**config.mk**
```make
export PLATFORM = sky130hd
export DESIGN_NAME = out_mem_write_ctrl_flat
export DESIGN_NICKNAME = d
export VERILOG_FILES = /design/src/rtl/out_mem_write_ctrl_if.sv /design/src/rtl/out_mem_write_ctrl.sv /design/src/flat_wrapper.sv
export SDC_FILE = /design/constraint.sdc
export NUM_CORES = 1
export LEC_CHECK = 0
export ABC_AREA = 1
export CORE_AREA = 2 2 221 223
export CTS_CLUSTER_DIAMETER = 200
export DETAILED_ROUTE_END_ITERATION = 10
export DIE_AREA = 0 0 223 225
export PLACE_DENSITY_LB_ADDON = 0.12
export SLEW_MARGIN = 10
export SYNTH_ARGS = -nofsm -noshare
export SYNTH_HDL_FRONTEND = slang
export SYNTH_SLANG_ARGS = --single-unit
```
**constraint.sdc**
```tcl
create_clock -name clk -period 1.6 [get_ports clk]
set_clock_uncertainty 0.05 [all_clocks]
set_input_delay 0.4 -clock clk [delete_from_list [all_inputs] [get_ports clk]]
set_output_delay 0.4 -clock clk [all_outputs]
set_load 0.01 [all_outputs]
```
**src/rtl/out_mem_write_ctrl_if.sv**
```systemverilog
// Bundle between the pooling stage / output memory and the write sequencer.
// Widths must match the parameters of the out_mem_write_ctrl instance.
interface out_mem_write_ctrl_if #(
    parameter int VW            = 256,
    parameter int OUT_MEM_BANKS = 4,
    parameter int ADDR_WDT      = 8,
    parameter int WC_W          = 4
);
    logic                              frame_start;
    logic [ADDR_WDT-1:0]               base_addr;
    logic                              in_valid;
    logic                              in_sparse;
    logic [VW-1:0]                     in_vec;
    logic                              in_ready;
    logic [VW-1:0]                     mxpl_out_b;
    logic [WC_W-1:0]                   write_count;
    logic                              mem_ready;
    logic [OUT_MEM_BANKS-1:0]          mem_wen;
    logic [OUT_MEM_BANKS*ADDR_WDT-1:0] mem_addr;
    logic                              sparse_mode;
    logic                              busy;
    logic                              frame_done;
    logic                              err_overflow;

    modport master (
        output frame_start, base_addr, in_valid, in_sparse, in_vec, mem_ready,
        input  in_ready, mxpl_out_b, write_count, mem_wen, mem_addr,
               sparse_mode, busy, frame_done, err_overflow
    );

    modport slave (
        input  frame_start, base_addr, in_valid, in_sparse, in_vec, mem_ready,
        output in_ready, mxpl_out_b, write_count, mem_wen, mem_addr,
               sparse_mode, busy, frame_done, err_overflow
    );
endinterface

```
**src/rtl/out_mem_write_ctrl.sv**
```systemverilog
// Output-memory write sequencer: registers one pooled vector, then steps it
// out as dense (one bank per beat) or sparse (all banks per beat) writes.
module out_mem_write_ctrl #(
    parameter int N_S              = 4,
    parameter int N_C              = 4,
    parameter int N_B              = 4,
    parameter int OUT_MEM_DATA_WDT = 32,
    parameter int OUT_MEM_BANKS    = 4,
    parameter int ADDR_WDT         = 8
) (
    input logic                  clk,
    input logic                  rst_n,
    out_mem_write_ctrl_if.slave  bus
);
    localparam int VW   = N_S * N_C * 16;
    localparam int D    = VW / OUT_MEM_DATA_WDT;
    localparam int S    = D / OUT_MEM_BANKS;
    localparam int WC_W = $clog2(N_B * S) + 1;
    localparam int BC_W = (N_B > 1) ? $clog2(N_B) : 1;

    localparam logic [0:0] ST_IDLE  = 1'b0;
    localparam logic [0:0] ST_WRITE = 1'b1;

    generate
        if (D < 1 || S < 1 || D * OUT_MEM_DATA_WDT != VW || S * OUT_MEM_BANKS != D
            || WC_W < $clog2(D)) begin : g_bad_params
            $error("out_mem_write_ctrl: beat counts must be integers >= 1 and fit write_count");
        end
    endgenerate

    logic [0:0]                             r_state;
    logic [VW-1:0]                          r_vec;
    logic [WC_W-1:0]                        r_wc;
    logic                                   r_sparse;
    logic [OUT_MEM_BANKS-1:0][ADDR_WDT-1:0] r_ptr;
    logic [BC_W-1:0]                        r_batch;
    logic                                   r_done;
    logic                                   r_ovf;

    logic [OUT_MEM_BANKS-1:0]               w_wen;
    logic [31:0]                            w_bank_idx;
    logic                                   w_last;

    assign w_bank_idx = 32'(r_wc) % 32'(OUT_MEM_BANKS);
    assign w_last     = r_sparse ? (r_wc == WC_W'(S - 1)) : (r_wc == WC_W'(D - 1));

    // Gated by rst_n so an abandoned vector never issues another write.
    always_comb begin
        w_wen = '0;
        if (rst_n && r_state == ST_WRITE) begin
            for (int k = 0; k < OUT_MEM_BANKS; k++)
                w_wen[k] = r_sparse || (w_bank_idx == 32'(k));
        end
    end

    always_ff @(posedge clk) begin
        if (!rst_n) begin
            r_state  <= ST_IDLE;
            r_vec    <= '0;
            r_wc     <= '0;
            r_sparse <= 1'b0;
            r_ptr    <= '0;
            r_batch  <= '0;
            r_done   <= 1'b0;
            r_ovf    <= 1'b0;
        end else begin
            r_done <= 1'b0;
            if (r_state == ST_IDLE) begin
                // frame_start first so a same-cycle vector uses the new base
                if (bus.frame_start) begin
                    for (int k = 0; k < OUT_MEM_BANKS; k++) r_ptr[k] <= bus.base_addr;
                    r_batch <= '0;
                    r_wc    <= '0;
                    r_ovf   <= 1'b0;
                end
                if (bus.in_valid) begin
                    r_vec    <= bus.in_vec;
                    r_sparse <= bus.in_sparse;
                    r_wc     <= '0;
                    r_state  <= ST_WRITE;
                end
            end else if (bus.mem_ready) begin
                for (int k = 0; k < OUT_MEM_BANKS; k++) begin
                    if (w_wen[k]) begin
                        r_ptr[k] <= r_ptr[k] + ADDR_WDT'(1);
                        if (&r_ptr[k]) r_ovf <= 1'b1;
                    end
                end
                if (w_last) begin
                    r_wc    <= '0;
                    r_state <= ST_IDLE;
                    if (r_batch == BC_W'(N_B - 1)) begin
                        r_batch <= '0;
                        r_done  <= 1'b1;
                    end else begin
                        r_batch <= r_batch + BC_W'(1);
                    end
                end else begin
                    r_wc <= r_wc + WC_W'(1);
                end
            end
        end
    end

    always_comb begin
        bus.mem_addr = '0;
        for (int k = 0; k < OUT_MEM_BANKS; k++)
            bus.mem_addr[k*ADDR_WDT +: ADDR_WDT] = r_ptr[k];
    end

    assign bus.in_ready     = rst_n && (r_state == ST_IDLE);
    assign bus.mxpl_out_b   = r_vec;
    assign bus.write_count  = r_wc;
    assign bus.mem_wen      = w_wen;
    assign bus.sparse_mode  = r_sparse;
    assign bus.busy         = (r_state == ST_WRITE);
    assign bus.frame_done   = r_done;
    assign bus.err_overflow = r_ovf;
endmodule

```
**src/flat_wrapper.sv**
```systemverilog
// flat-port wrapper written by rule: the top's interface ports become plain ports
module out_mem_write_ctrl_flat 
#(
    parameter int N_S              = 4,
    parameter int N_C              = 4,
    parameter int N_B              = 4,
    parameter int OUT_MEM_DATA_WDT = 32,
    parameter int OUT_MEM_BANKS    = 4,
    parameter int ADDR_WDT         = 8
)
  (clk, rst_n, bus_frame_start, bus_base_addr, bus_in_valid, bus_in_sparse, bus_in_vec, bus_mem_ready, bus_in_ready, bus_mxpl_out_b, bus_write_count, bus_mem_wen, bus_mem_addr, bus_sparse_mode, bus_busy, bus_frame_done, bus_err_overflow);
  out_mem_write_ctrl_if #(.VW((256)), .OUT_MEM_BANKS(OUT_MEM_BANKS), .ADDR_WDT(ADDR_WDT), .WC_W(4)) bus_i ();
  input logic clk;
  input logic rst_n;
  input wire logic [$bits(bus_i.frame_start)-1:0] bus_frame_start;
  input wire logic [$bits(bus_i.base_addr)-1:0] bus_base_addr;
  input wire logic [$bits(bus_i.in_valid)-1:0] bus_in_valid;
  input wire logic [$bits(bus_i.in_sparse)-1:0] bus_in_sparse;
  input wire logic [$bits(bus_i.in_vec)-1:0] bus_in_vec;
  input wire logic [$bits(bus_i.mem_ready)-1:0] bus_mem_ready;
  output wire logic [$bits(bus_i.in_ready)-1:0] bus_in_ready;
  output wire logic [$bits(bus_i.mxpl_out_b)-1:0] bus_mxpl_out_b;
  output wire logic [$bits(bus_i.write_count)-1:0] bus_write_count;
  output wire logic [$bits(bus_i.mem_wen)-1:0] bus_mem_wen;
  output wire logic [$bits(bus_i.mem_addr)-1:0] bus_mem_addr;
  output wire logic [$bits(bus_i.sparse_mode)-1:0] bus_sparse_mode;
  output wire logic [$bits(bus_i.busy)-1:0] bus_busy;
  output wire logic [$bits(bus_i.frame_done)-1:0] bus_frame_done;
  output wire logic [$bits(bus_i.err_overflow)-1:0] bus_err_overflow;
  assign bus_i.frame_start = bus_frame_start;
  assign bus_i.base_addr = bus_base_addr;
  assign bus_i.in_valid = bus_in_valid;
  assign bus_i.in_sparse = bus_in_sparse;
  assign bus_i.in_vec = bus_in_vec;
  assign bus_i.mem_ready = bus_mem_ready;
  assign bus_in_ready = bus_i.in_ready;
  assign bus_mxpl_out_b = bus_i.mxpl_out_b;
  assign bus_write_count = bus_i.write_count;
  assign bus_mem_wen = bus_i.mem_wen;
  assign bus_mem_addr = bus_i.mem_addr;
  assign bus_sparse_mode = bus_i.sparse_mode;
  assign bus_busy = bus_i.busy;
  assign bus_frame_done = bus_i.frame_done;
  assign bus_err_overflow = bus_i.err_overflow;
  out_mem_write_ctrl #(.N_S(N_S), .N_C(N_C), .N_B(N_B), .OUT_MEM_DATA_WDT(OUT_MEM_DATA_WDT), .OUT_MEM_BANKS(OUT_MEM_BANKS), .ADDR_WDT(ADDR_WDT)) u_core (.clk(clk), .rst_n(rst_n), .bus(bus_i));
endmodule
```
; Word level (Yosys, flattened, before mapping)
; Cells that the tools add are included.
; Widths: inputs -> output; s select.
[classes]
add_sub_neg = 6
multipliers = 0
n_div = 0
magnitude_cmp = 0
n_eq_ne = 12
n_shift = 0
muxes = 35
bitwise = 1
n_reduce_logical = 22
[op_table]
columns = operator, count
row1 = $mux 32, 3
row2 = $add 8x1->8 const B, 4
row3 = $logic_not 32->1, 1
row4 = $mux 8, 4
row5 = $reduce_and 8->1, 4
row6 = $mux 4, 6
row7 = $mux 1, 17
row8 = $reduce_and 3->1, 5
row9 = $ne 2x2->1 const B, 6
row10 = $mux 2, 5
row11 = $eq 2x2->1 const B, 3
row12 = $reduce_and 2->1, 3
row13 = $add 4x1->4 const B, 1
row14 = $eq 4x1->1 const B, 1
row15 = $eq 4x3->1 const B, 1
row16 = $logic_or 1x1->1, 4
row17 = $reduce_and 4->1, 1
row18 = $reduce_bool 3->1, 1
row19 = $add 2x1->2 const B, 1
row20 = $eq 2x1->1 const B, 1
row21 = $logic_and 1x1->1, 2
row22 = $reduce_bool 2->1, 1
row23 = $not 1->1, 1
[totals]
regBits = 298
latch_bits = 0
mem_bits_rw = 0
mem_bits_ro = 0
input_bits = 270
n_memories = 0

; Depth between registers and ports, before layout
; Gate-level depths: netlist (run 1).
[depth]
depth_word = 12
mapped_depth = 10
depth_no_buf = 10

; Worst setup path before layout (run 1)
; No wires, ideal clock.
[synth_path]
kind = in2out
from = input port rst_n
to = output port bus_in_ready
arrival_ns = 1.165
t_required_ns = 1.150
slack_ns = -0.015
path_stages = 5
n_path_buf = 3
path_cell_list = buf_4 -> buf_2 -> clkbuf_1 -> inv_1 -> nor2_1
[synth_between]
elab_chain_cells = 1
[synth_rtl]
columns = element, line
row1 = from (decl), flat_wrapper.sv:14  ; input logic rst_n;
row2 = $logic_and 1x1->1, out_mem_write_ctrl.sv:111  ; assign bus.in_ready = rst_n && (r_state == ST_IDLE);
row3 = to (decl), flat_wrapper.sv:21  ; output wire logic [$bits(bus_i.in_ready)-1:0] bus_in_ready;
; No other way between the ends.

; Worst setup path in the final report (run 1)
[layout_path]
from = register u_core.r_wc[0] (netlist: u_core.bus.write_count[0])
to = output port bus_mem_wen[0]
[layout_between]
elab_chain_cells = 3
[layout_rtl]
columns = element, line
row1 = from (decl), out_mem_write_ctrl.sv:33  ; logic [WC_W-1:0] r_wc;
row2 = from (signal assigned), out_mem_write_ctrl.sv:99  ; r_wc <= r_wc + WC_W'(1);
row3 = $logic_not 32->1, out_mem_write_ctrl.sv:52  ; w_wen[k] = r_sparse || (w_bank_idx == 32'(k));
row4 = $logic_or 1x1->1, out_mem_write_ctrl.sv:52
row5 = $mux 4, out_mem_write_ctrl.sv:50  ; if (rst_n && r_state == ST_WRITE) begin
row6 = to (decl), flat_wrapper.sv:24  ; output wire logic [$bits(bus_i.mem_wen)-1:0] bus_mem_wen;
; No other way between the ends.

==> flow_summary.yaml, run 1 <==
die:
  core_um2: 47500
  dieArea_um2: 50200
  io_pins: 571
  die_w_um: 223
  start_util_pct: 23.5
  die_y_um: 225
  row_count: 80
run_status:
  outcome: "finished with violations"
  violations: "setup timing"
sta:
  setup_viol: 8
  fin_crit_sh_pct: 120
  hold_violations: 0
  rsz0062_at_grt: "yes"
  worst_slack_ns: -0.312
  whs_ns: 0.204
  tightestPinTransition_ns: 0.635
  slew_headroom_pct: 57.6
  max_freq_mhz: 523
  slew_violations: 0
  fin_crit_ns: 1.91
routing:
  wl_per_cell_um: 17.6
  routed_via_density: 4.37
  drt-initial-drc-count: 497
  drc: 0
  ant_nets: 0
  routed_wl_um: 47900
  dr.pass1.iters: 5
  vias: 11883
placement:
  placed_area_um2: 18000
  dp_hpwl_um: 34600
  gp_congestion: 0.828
  place_ws_ns: -0.312
  placed_cells: 2636
  numPortBuffers: 570
min_path:
  hold_end: "u_core.bus.busy$_SDFF_PN0_"
  worstHoldStart: "rst_n"
  holdCritPathClass: "input port to flop"
  hold_path_depth: 4
clock_tree:
  insertion_delay_ns: 0.54
  cts.hold.buffers_added: 0
  cts_root_buf: "clkbuf_16"
  cts_tree: "yes"
  clockBufferDepth: 3
  numCtsBuffers: 39
  clk_pin_slew_ns: 0.05
  cts_sinks: 298
  htreeDepth: 2
worst_setup_path:
  worstPathArrival_ns: 1.46
  worst-r2r-cell-count: 7
  end_kind: "output port"
  worstPathRequired_ns: 1.15
  reg2reg_slack_ns: 0.02
  crit_type: "flop to output port"
  rr_startpoint: "u_core.bus.busy$_SDFF_PN0_"
  critPathMaxFanout: 5
  start_kind: "flop"
  reg2reg_to: "u_core.bus.mxpl_out_b[25]$_SDFFE_PN0P_"
cells_and_area:
  drive_gt1_share_pct: 26.3
  design_area_um2: 18700
  fillers: 4994
  area_delta_synth_final_pct: 67.4
  num-nets-final: 2355
  instances_no_fill: 2719
synthesis:
  yosysSeqAreaShare_pct: 53.4
  postSynthCellCount: 1469
  synthDominantCellAreaShare_pct: 53.4
  synth_warnings: 0
  synth_edf_count: 0
  synthArstFlopShare_pct: 0
  ys_top_cells_by_area: "dfxtp_1, nor2_1, o21ai_0"
  avgSynthCellArea_um2: 7.60
  synth_flop_cell: "dfxtp_1"
  synth_nets: 1748
  syn-cell-area_um2: 11200
  synth_common_cells: "nor2_1, dfxtp_1, o21ai_0"
  synth_most_common_cell: "nor2_1"
  synth_cell_type_count: 29
  synth.ff_latch_count: 298
  synth_top_area_cell: "dfxtp_1"
global_routing:
  grtUsageMet2_pct: 31.1
  grt-busiest-layer: "met2"
  grt_pass1_wl_um: 69400
  met1_usage_pct: 21.0
  grt.total_usage_pct: 17.9
  grt_pass1_vias: 11428
  gr-usage-met3_pct: 5.87
  grt_max_degree: 148
  grt-ovfl-total: 0
  antenna_found_initial: 2
power_and_ir_drop:
  p_leak_uw: 0.00809
  powerDensity_nw_per_um2: 1150
  peakVddDrop_mv: 0.763
  finalPower_uw: 21500
run:
  cap_violations: 0
[sequential cells by signal, indices dropped and copies added, names as in the netlist]
name                     flops
u_core.bus.mxpl_out_b      256
u_core.bus.mem_addr         32
u_core.bus.write_count       4
u_core.r_batch               2
u_core.bus.busy              1
u_core.bus.err_overflow      1
u_core.bus.frame_done        1
u_core.bus.sparse_mode       1
[report_power, final]
group | internal [uW] | total [uW] | switching (uW) | leakage, uW
Clock | 5490 | 8820 | 3330 | 0.000646
Combinational | 2000 | 4160 | 2160 | 0.00496
Sequential | 8130 | 8510 | 382 | 0.00249
Total | 15600 | 21500 | 5880 | 0.00809
[stage by stage]
step	util, %	TNS (ns)
global placement	37.9	-65.83
global route	39.3	-3.16
finish	39.3	-1.42
CTS	40.1	-1.97
detailed placement	37.9	-66.69
floorplan	-	0
[worst max path at each step]
stage / from / endpoint / slack [ns] / cells past startpoint
6_report: u_core.bus.write_count[0]$_SDFFE_PN0P_ / bus_mem_wen[0] / -0.31 / 5
5_1_grt: u_core.bus.write_count[1]$_SDFFE_PN0P_ / bus_mem_wen[1] / -0.38 / 5
4_1_cts: u_core.bus.write_count[0]$_SDFFE_PN0P_ / bus_mem_wen[0] / -0.37 / 5
3_5_place_dp: u_core.bus.write_count[0]$_SDFFE_PN0P_ / bus_mem_wen[0] / -0.31 / 5
3_3_place_gp: bus_in_valid / u_core.bus.mxpl_out_b[114]$_SDFFE_PN0P_ / -0.30 / 5
2_1_floorplan: u_core.bus.write_count[0]$_SDFFE_PN0P_ / u_core.bus.err_overflow$_SDFFE_PN0P_ / 0.03 / 10
[cells by family (layout without fill, tap and decap cells)]
logic type	Yosys count	in the layout	share of synthesized area (%)
and+or+nand+nor	664	665	23.3
AOI/OAI and AO/OA	361	361	16.7
DFF	298	298	53.4
buffers and inverters	137	770	5.54
adders and majority gates	9	9	1.01
other	0	1	0
[what timing repair did]
| action | 4_1_cts | 5_1_grt |
|---|---|---|
| setup buffers | 13 | 0 |
| gates resized for setup | 1114 | 172 |
| gates cloned | 0 | 3 |
| pin swaps | 11 | 11 |
| setup endpoints to repair | 328 | 150 |
[per-layer routing]
metal / vias up / routed length [um] / share of wire [%]
met2: 374 / 23400 / 49
met1: 5457 / 20000 / 42
met3: 55 / 3540 / 7.4
li1: 5997 / - / -
met5: - / 0 / 0
met4: 0 / 971 / 2.0
[placed cells by master (no fill, tap or decap), drive strengths merged, types with 2 or more instances in the layout]
master,instances
bufinv,2
ha,9
clkdlybuf4s50,268
clkdlybuf4s15,58
inv,39
a31oi,19
or2,3
nor3,3
clkbuf,93
nand2,68
o21ai,315
nand3,31
nor3b,2
dfxtp,298
o21bai,5
a21oi,21
clkinv,6
nor2,555
nand4,3
buf,304
[layout make-up]
cell class                      instances  area [um2]  area share (%)
Clock inverter                          8        93.8           0.502
Inverter                               39         171           0.917
Clock buffer                           60        1210            6.46
Multi-Input combinational cell       1035        4750            25.4
Timing Repair Buffer                  663        5620            30.1
Tap cell                              615         769            4.12
Sequential cell                       298        6070            32.5
Antenna cell                            1        2.50          0.0134
[critical path, stage by stage, from the launching register on]
cell and delay [ns]:
dfxtp_4 0.41, inv_4 0.07, ha_4 0.16, nor2_4 0.11, nor2_4 0.06, buf_6 0.11
Note: power is estimated with default switching activity, not from simulation.
==> run 2: changes to the inputs <==
--- a/config.mk
+++ b/config.mk
@@ -6,6 +6,7 @@
 export NUM_CORES = 1
 export LEC_CHECK = 0
 export ABC_AREA = 1
+export CAP_MARGIN = 10
 export CORE_AREA = 2 2 221 223
 export CTS_CLUSTER_DIAMETER = 200
 export DETAILED_ROUTE_END_ITERATION = 10
==> results of run 2 <==
No change in the layout: final DEF, timing and power equal those of run 1.
==> run 3: changes to the inputs <==
--- a/config.mk
+++ b/config.mk
@@ -11,6 +11,7 @@
 export CTS_CLUSTER_DIAMETER = 200
 export DETAILED_ROUTE_END_ITERATION = 10
 export DIE_AREA = 0 0 223 225
+export GPL_TIMING_DRIVEN = 0
 export PLACE_DENSITY_LB_ADDON = 0.12
 export SLEW_MARGIN = 10
 export SYNTH_ARGS = -nofsm -noshare
==> flow_summary.yaml, run 3 (same netlist as run 1, synthesis figures left out) <==
routing:
  routed_via_density: 4.46
  vias: 12480
  drc: 0
  ant_nets: 0
  drt-initial-drc-count: 501
  routed_wl_um: 53900
  dr.pass1.iters: 4
  wl_per_cell_um: 19.3
cells_and_area:
  fillers: 4801
  final_common_cell: "nor2_1"
  instances_no_fill: 2796
  area_delta_synth_final_pct: 95.0
  drive_gt1_share_pct: 36.2
  mostFrequentLayoutCells: "nor2_1, clkdlybuf4s50_1, dfxtp_1, o21ai_0, buf_2"
  largest_reg_flops: 256
  num-nets-final: 2437
  multi_input_comb_area_um2: 6160
  seqCellArea_um2: 6070
  design_area_um2: 21800
worst_setup_path:
  critPathMaxFanout: 6
  critPathSlowestCell: "dfxtp_4"
  worstPathArrival_ns: 1.48
  worstPathRequired_ns: 1.15
  end_kind: "output port"
  crit_type: "flop to output port"
  start_kind: "flop"
  worst-path-buf-inv: 2
  max_stage_delay_ns: 0.42
  crit_chain: "inv_4, ha_4, nor2_4, nor2_4, buf_6"
  path_delay_family: "flip-flops"
  crit_top_cell: "nor2_4"
sta:
  worst_slack_ns: -0.328
  fin_crit_ns: 1.93
  slew_violations: 0
  fin_crit_sh_pct: 120
  setup_tns_ns: -28.81
  hold_violations: 0
  slew_headroom_pct: 44.4
  rsz0062_at_grt: "yes"
  max_freq_mhz: 519
  whs_ns: 0.289
  setup_viol: 345
  tightestPinTransition_ns: 0.834
die:
  core_um2: 47500
  die_y_um: 225
  die_w_um: 223
  start_util_pct: 23.5
  dieArea_um2: 50200
  io_pins: 571
  row_count: 80
clock_tree:
  insertion_delay_ns: 0.54
  cts_root_buf: "clkbuf_16"
  clockBufferDepth: 3
  clk_pin_slew_ns: 0.05
  cts_sinks: 298
  numCtsBuffers: 38
  htreeDepth: 2
  cts_tree: "yes"
  cts.hold.buffers_added: 0
run_status:
  violations: "setup timing"
  outcome: "finished with violations"
placement:
  dp_hpwl_um: 37700
  gp_congestion: 0.849
  numPortBuffers: 569
  place_ws_ns: -0.877
  placed_cells: 2653
  placed_area_um2: 17600
power_and_ir_drop:
  powerDensity_nw_per_um2: 1030
  p_leak_uw: 0.00885
  peakVddDrop_mv: 0.694
global_routing:
  grt.total_usage_pct: 19.0
  antenna_found_initial: 6
  grt-ovfl-total: 0
  grt_pass1_wl_um: 72400
  grt_max_degree: 20
  grt_pass1_vias: 11869
run:
  cap_violations: 0
min_path:
  holdCritPathClass: "input port to flop"
-- run 3: changes by cell type in the layout (fill, tap and decap cells not counted), sizes merged --
cell / delta
diode: +2
clkbuf: +47
buf: -61
bufinv: -2
clkdlybuf4s15: +90
dlygate4sd2: +1
-- run 3: area by class of cell --
| class | instances | share of cell area [%] |
|---|---|---|
| antenna | 3 | 0.0345 |
| buffer | 96 | 4.91 |
| clock buffer | 56 | 5.14 |
| clock inverter | 4 | 0.109 |
| inverter | 39 | 0.874 |
| multi-input combinational | 1035 | 28.3 |
| sequential | 298 | 27.9 |
| tap | 615 | 3.53 |
| timing repair buffer | 648 | 29.1 |
| timing repair inverter | 2 | 0.126 |
-- run 3: path summary, 6_finish.rpt --
check / from / end / cells after the start / slack, ns
min: rst_n / u_core.bus.mem_addr[3]$_SDFFE_PN0P_ / 4 / 0.29
min reg2reg: u_core.bus.err_overflow$_SDFFE_PN0P_ / u_core.bus.err_overflow$_SDFFE_PN0P_ / 2 / 0.41
max: u_core.bus.write_count[0]$_SDFFE_PN0P_ / bus_mem_wen[0] / 5 / -0.33
max reg2reg: u_core.bus.busy$_SDFF_PN0_ / u_core.bus.mxpl_out_b[130]$_SDFFE_PN0P_ / 10 / -0.15
-- run 3: power breakdown --
part,leakage [uW],internal [uW],switching (uW)
Sequential,0.00249,8130,569
Clock,0.000565,4790,3300
Combinational,0.00580,2890,2670
Total,0.00885,15800,6530
-- run 3: what timing repair did --
action	in CTS	in global routing
endpoints found under the hold margin	0	0
setup buffers	27	17
cloned	3	38
endpoints found under the setup margin	581	409
pin swaps	8	97
resized for setup	1189	649
-- run 3: routing by layer --
layer | share of wire [%] | wire length, um | vias to the layer above | GRT usage [%]
met2 | 50 | 26800 | 393 | 33.3
met1 | 41 | 21900 | 5827 | 21.7
met4 | 2.2 | 1170 | 4 | 5.54
li1 | - | - | 6185 | -
met5 | 0.058 | 31 | - | 0
met3 | 7.4 | 3990 | 71 | 6.71
-- run 3: worst reg2reg max path, cell delays in order (launching register included) --
cell	delay, ns
dfxtp_2	0.33
buf_6	0.14
buf_6	0.10
buf_6	0.12
clkinv_8	0.07
nand2_8	0.19
clkinv_16	0.13
clkbuf_16	0.20
clkbuf_16	0.17
nor2_1	0.09
nor2_1	0.05
-- run 3: per-stage QoR --
step,power [uW],utilization [%]
2_1_floorplan,10400,-
3_3_place_gp,13000,37.1
3_5_place_dp,13100,37.1
4_1_cts,21200,40.0
5_1_grt,23400,45.8
6_report,22300,45.8
